[config.mk]
export PLATFORM = sky130hd
export DESIGN_NAME = food_generator
export DESIGN_NICKNAME = d
export VERILOG_FILES = /design/src/rtl/food_generator.sv
export SDC_FILE = /design/constraint.sdc
export NUM_CORES = 1
export LEC_CHECK = 0
export BUFFER_PORTS_ARGS = -buffer_cell sky130_fd_sc_hd__buf_2
export CORE_AREA = 2 2 766 768
export DETAILED_ROUTE_END_ITERATION = 10
export DIE_AREA = 0 0 768 770
export GPL_ROUTABILITY_DRIVEN = 0
export SLEW_MARGIN = 5
export SYNTH_ARGS = -nofsm -noshare
export SYNTH_HDL_FRONTEND = slang
export SYNTH_SLANG_ARGS = --single-unit
[constraint.sdc]
create_clock -name clk -period 4.25 [get_ports clk]
set_input_delay 0.2125 -clock clk [delete_from_list [all_inputs] [get_ports clk]]
set_output_delay 0.2125 -clock clk [all_outputs]
set_load 0.1 [all_outputs]
[src/rtl/food_generator.sv]
// Food coordinate supplier: draws LFSR candidates, scans them serially against both snakes
// and the other food slot, and hands a clean position to the requesting slot with a 1-cycle pulse.
module food_generator #(
  parameter int          X_MAX     = 160,
  parameter int          Y_MAX     = 120,
  parameter logic [15:0] LFSR_SEED = 16'hACE1,
  parameter int          MAX_RETRY = 8,
  parameter int          FOOD1_X0  = 40,
  parameter int          FOOD1_Y0  = 60,
  parameter int          FOOD2_X0  = 120,
  parameter int          FOOD2_Y0  = 60
) (
  input  logic       clk,
  input  logic       resetn,
  input  logic       go_signal,
  input  logic       food_valid_1,
  input  logic       food_valid_2,
  input  logic [7:0] snake_1_x [64],
  input  logic [6:0] snake_1_y [64],
  input  logic [7:0] snake_2_x [64],
  input  logic [6:0] snake_2_y [64],
  input  logic [5:0] snake_1_size,
  input  logic [5:0] snake_2_size,
  output logic [7:0] new_food_x1,
  output logic [6:0] new_food_y1,
  output logic [7:0] new_food_x2,
  output logic [6:0] new_food_y2,
  output logic       food_received_1,
  output logic       food_received_2
);

  localparam int RW = (MAX_RETRY < 1) ? 1 : $clog2(MAX_RETRY + 1);
  localparam logic [RW-1:0] RETRY_LIM = RW'(MAX_RETRY);

  typedef enum logic [2:0] {IDLE, GEN, CHECK, DONE, HOLD} state_t;

  // Single conditional subtract folds the raw LFSR field onto the playfield.
  function automatic logic [7:0] wrap_x(input logic [7:0] v);
    return (v >= 8'(X_MAX)) ? v - 8'(X_MAX) : v;
  endfunction

  function automatic logic [6:0] wrap_y(input logic [6:0] v);
    return (v >= 7'(Y_MAX)) ? v - 7'(Y_MAX) : v;
  endfunction

  state_t          state;
  logic [15:0]     lfsr;
  logic [15:0]     lfsr_next;
  logic [7:0]      cand_x;
  logic [6:0]      cand_y;
  logic [5:0]      idx;
  logic            hit;
  logic            scan_hit;
  logic            slot2;
  logic [RW-1:0]   retries;
  logic [7:0]      other_x;
  logic [6:0]      other_y;

  always_comb begin
    lfsr_next = {1'b0, lfsr[15:1]} ^ (lfsr[0] ? 16'hB400 : 16'h0000);
    other_x   = slot2 ? new_food_x1 : new_food_x2;
    other_y   = slot2 ? new_food_y1 : new_food_y2;
    scan_hit  = ((idx < snake_1_size) && (cand_x == snake_1_x[idx]) && (cand_y == snake_1_y[idx]))
             || ((idx < snake_2_size) && (cand_x == snake_2_x[idx]) && (cand_y == snake_2_y[idx]))
             || ((cand_x == other_x) && (cand_y == other_y));
  end

  always_ff @(posedge clk or negedge resetn) begin
    if (!resetn) lfsr <= LFSR_SEED;
    else         lfsr <= lfsr_next;
  end

  always_ff @(posedge clk) begin
    if (state == GEN) begin
      cand_x <= wrap_x(lfsr[7:0]);
      cand_y <= wrap_y(lfsr[14:8]);
    end
  end

  always_ff @(posedge clk or negedge resetn) begin
    if (!resetn) begin
      state           <= IDLE;
      slot2           <= 1'b0;
      idx             <= 6'd0;
      hit             <= 1'b0;
      retries         <= '0;
      new_food_x1     <= 8'(FOOD1_X0);
      new_food_y1     <= 7'(FOOD1_Y0);
      new_food_x2     <= 8'(FOOD2_X0);
      new_food_y2     <= 7'(FOOD2_Y0);
      food_received_1 <= 1'b0;
      food_received_2 <= 1'b0;
    end else if (!go_signal && state != IDLE) begin
      state           <= IDLE;
      retries         <= '0;
      food_received_1 <= 1'b0;
      food_received_2 <= 1'b0;
    end else begin
      case (state)
        IDLE: begin
          if (go_signal && food_valid_1) begin
            slot2 <= 1'b0;
            state <= GEN;
          end else if (go_signal && food_valid_2) begin
            slot2 <= 1'b1;
            state <= GEN;
          end
        end
        GEN: begin
          idx   <= 6'd0;
          hit   <= 1'b0;
          state <= CHECK;
        end
        CHECK: begin
          hit <= hit | scan_hit;
          idx <= idx + 6'd1;
          if (idx == 6'd63) begin
            // Outputs land on the edge into DONE so the pulse is visible during DONE itself.
            if ((hit | scan_hit) && (retries < RETRY_LIM)) begin
              retries <= retries + 1'b1;
              state   <= GEN;
            end else begin
              state <= DONE;
              if (slot2) begin
                new_food_x2     <= cand_x;
                new_food_y2     <= cand_y;
                food_received_2 <= 1'b1;
              end else begin
                new_food_x1     <= cand_x;
                new_food_y1     <= cand_y;
                food_received_1 <= 1'b1;
              end
            end
          end
        end
        DONE: begin
          food_received_1 <= 1'b0;
          food_received_2 <= 1'b0;
          retries         <= '0;
          state           <= HOLD;
        end
        HOLD:    state <= IDLE;
        default: state <= IDLE;
      endcase
    end
  end

endmodule
==> results.md <==
* Fmax at 202.9 MHz
* RSZ-0062 raised after global routing: true
* Tot GR Track Use at about an eighth
* Post-Syn Area at 19,730 µm²
* R2r setup slk at -0.68 ns
* CORE AREA at 583,600 µm²
* Vias in the first global route at 31,080
* Worst IR Drop VDD at roughly 0.0003 V
* Final hold slack at 0.09591 ns
* CP delay by family, top: buffers and inverters
* Number of cells after detailed placement at 11,790
* Cts hold-fix bufs at 0
* Clock latency on the worst-skew pair at 0.35 ns
* Buf+Inv Stages, Crit Path at 7
* Drc violations at 0
* Root buffer cell: clkbuf_16
* Net Sw Frac at 51.17%
* Relative slew slack at 26.17%
* Synth Instances at 1,718
* Logic pwr share at 90.5%
* Share of layout cells above drive strength 1 at 77.22%
* Antenna Nets Post-Route at 0
* Die W at 768 µm
* Detailed-route via count at roughly 31,000
* Part of the cycle the worst path needs at 116.0%
* H-tree Lvls at 3
* 1st-iter DRT viols at 2,398
* Switching power at 9.430 mW
* Critical path endpoint category: flop
* Register area at 2077 µm²
* Avg Synthesized Cell Area at 11.48 µm²
* Vias per inst at 2.592
* Sum of negative setup slack at -22.22 ns
* IO buf count at 1,968
* Non-Filler Instances at around 12,000
* Post-synthesis sequential area ratio at 10.41%
* Setup crit end: new_food_x2[6]
* Data required, critical path at 4.52 ns
* Worst slew pin tran at 1.099 ns
* Sequential share of power at under 10%
* Critical Path Source: idx[0]
* Final min period at 4.929 ns
* Detailed placement HPWL at 355,500 µm
* EDFF count, synth at 15
* Reg2Reg Capture Point: new_food_x2[6]
* CTS tree: built
* CTS max path bufs at 2
* Initial Utilization at ~3.4%
* Crit-path cells: buf_12, buf_16, buf_12, mux4_2, a22oi_1, a21oi_1, nor2_1, o221ai_1, buf_4, xnor2_2, nand4_1, buf_4, or3_4, buf_12, a41oi_4, clkbuf_16, mux2_4
* Syn nets at around 3,700
* CP Launch Type: flop
* Clock Sinks at 78
* GRT overflow at 0
* CP Depth at 17
* Outcome: finished, violations left
* CP max stage delay at 0.58 ns
* Routed length per instance at about 32 µm
* Multi-input gate area in the final layout at around 17,000 µm²
* Largest net degree at the start of global routing at 64
* Clock power share at 4.2%
* Ys async rst share at between 80% and 90%
* Internal power at 9.000 mW
* Crit-path slowest cell: mux4_2
* DRT Wirelength at 383,800 µm
* Worst setup margin at -0.6789 ns
* Clock transition at path regs at 0.08 ns
* IO Pins at around 2,000
* PD cells at 397.3 nW/µm²
* Critical path class: flop to flop
* Reg2Reg Launch Point: idx[0]
* WP data arrival at 5.20 ns
* Die boundary height at 770 µm
* # rows at 281
* Setup violations, final at 38
* Final Max Tran Viols at 0
* Num CTS Buffers at 9
* Final hold vios at 0
* Type of the worst min-delay path: input pin to asynchronous set/reset pin
* Die area at 591,400 µm²
* CP max FO at 20
* Total power at 18.43 mW
* Ys flop type: dfrtp_1
* Failing checks: negative setup slack
* Synth cell types at 72
* Nets at between 6,000 and 7,000
* Warnings, synthesis at 0
* DRT Pass-1 Iters at 8
* Clock skew at roughly 0.023 ns
* Most used cell, CP: buf_12
* Finished Core Util at 7.948%
* Yosys reg bits at 78
* First-pass GRT wire length at 445,700 µm
* Pleak at 17.53 nW
* Antenna violations before repair at 444
* R2R cell count at 17
* Fill cells at 68,260
* Maxcap violations at 0
* Syn-to-layout area delta at 135.1%
## sequential cells by signal, indices dropped and copies added (netlist names)
signal	flops
state	3
idx	6
cand_y	7
new_food_x2	8
lfsr	16
slot2	1
retries	4
food_received_2	1
cand_x	8
new_food_y2	7
new_food_x1	8
new_food_y1	7
food_received_1	1
hit	1
## Yosys cell counts (12+ instances only)
| master | n | area share [%] |
|---|---|---|
| dfstp_2 | 22 | 2.9 |
| buf_6 | 12 | 0.68 |
| xor2_1 | 22 | 0.98 |
| nand3_1 | 56 | 1.4 |
| xnor2_1 | 28 | 1.2 |
| o21ai_0 | 22 | 0.56 |
| mux2i_1 | 241 | 12 |
| ha_1 | 14 | 0.89 |
| mux4_2 | 382 | 44 |
| buf_2 | 55 | 1.4 |
| mux2_4 | 18 | 1.4 |
| a221oi_1 | 13 | 0.58 |
| dfrtp_1 | 41 | 5.2 |
| inv_1 | 17 | 0.32 |
| and3_1 | 13 | 0.41 |
| nor3_1 | 26 | 0.66 |
| nor2_1 | 53 | 1.0 |
| clkbuf_1 | 73 | 1.4 |
| o22ai_1 | 43 | 1.4 |
| nand4_1 | 15 | 0.48 |
| nand2_1 | 84 | 1.6 |
| a22oi_1 | 148 | 5.6 |
| buf_1 | 13 | 0.25 |
| mux2_2 | 26 | 1.5 |
| nor2b_1 | 19 | 0.60 |
| buf_4 | 46 | 1.8 |
| nor4_1 | 20 | 0.63 |
| a21oi_1 | 46 | 1.2 |
| edfxtp_1 | 15 | 2.3 |
## kinds of logic after synthesis
family                     Yosys count  synth area share (%)
and+or+nand+nor                    326                 8.269
xor gates and xnor gates            50                 2.220
AOI/OAI and AO/OA                  359                 13.25
muxes                              667                 58.68
buffers and inverters              224                 6.278
DFF                                 78                 10.41
adders and majority gates           14                0.8878
## area by class of cell
type                       instances  share of cell area, %
multi-input combinational       1416                  37.12
clock buffer                      11                 0.5233
antenna                          238                  1.284
tap                             7782                  20.99
inverter                          20                 0.1915
clock inverter                     5                0.08631
timing repair buffer            2531                  35.32
sequential                        78                  4.477
## timing repair
| item | 4_1_cts | 5_1_grt |
|---|---|---|
| gates cloned | 7 | 0 |
| hold endpoints to repair | 0 | 0 |
| pin swaps | 18 | 11 |
| setup endpoints to repair | 38 | 38 |
| gates resized for setup | 111 | 28 |
| setup buffers | 30 | 0 |
## placed cells by master (no fill, tap or decap), types with 41 or more instances in the layout
cell type / n
a21oi_1: 41
a22oi_1: 135
buf_12: 156
buf_2: 1968
buf_4: 376
diode_2: 238
mux2i_1: 232
mux4_2: 382
nand2_1: 79
nand3_1: 56
nor2_1: 44
## worst min-delay path by stage
stage | from | to | slack (ns) | depth (start not counted)
5_1_grt | food_valid_1 | slot2 | 0.09 | 2
3_5_place_dp | lfsr[2] | lfsr[1] | 0.37 | 0
2_1_floorplan | resetn | food_received_1 | -0.08 | 0
3_3_place_gp | lfsr[3] | lfsr[2] | 0.36 | 0
6_report | resetn | new_food_x1[7] | 0.1 | 2
4_1_cts | food_valid_1 | slot2 | 0.09 | 2
## per-stage QoR
step | area (µm²) | worst slack [ns]
finish | 46390 | -0.6789
floorplan | 19730 | 0.1792
global route | 46150 | -0.8169
detailed placement | 44330 | -1.711
CTS | 45690 | -0.8645
global placement | 44280 | -2.194
## per-layer routing
metal / vias to the layer above / global-route usage, % / wire length (µm)
met5: - / 0.08117 / 1357
met4: 176 / 4.622 / 18160
met3: 923 / 4.318 / 36710
met2: 2808 / 20.71 / 178500
met1: 15100 / 14.39 / 149100
li1: 12310 / - / -
## power by group through the flow
stage	sequential, mW	combinational, mW	clock (mW)
after detailed placement	1.04	16.4	0
after global routing	0.993	17.8	0.813
final	0.982	16.7	0.775
after global placement	1.04	16.4	0
after floorplan	0.866	7.09	0
after CTS	0.993	17.4	0.792
## worst register-to-register path, cell delays in order, from the launching register on
cell and delay [ns]:
dfrtp_4 0.50, buf_12 0.22, buf_16 0.35, buf_12 0.23, mux4_2 0.59, a22oi_1 0.23
a21oi_1 0.13, nor2_1 0.15, o221ai_1 0.21, buf_4 0.24, xnor2_2 0.27, nand4_1 0.13
buf_4 0.15, or3_4 0.45, buf_12 0.18, a41oi_4 0.28, clkbuf_16 0.24, mux2_4 0.31
No activity file was read; power rests on OpenSTA's default activity.
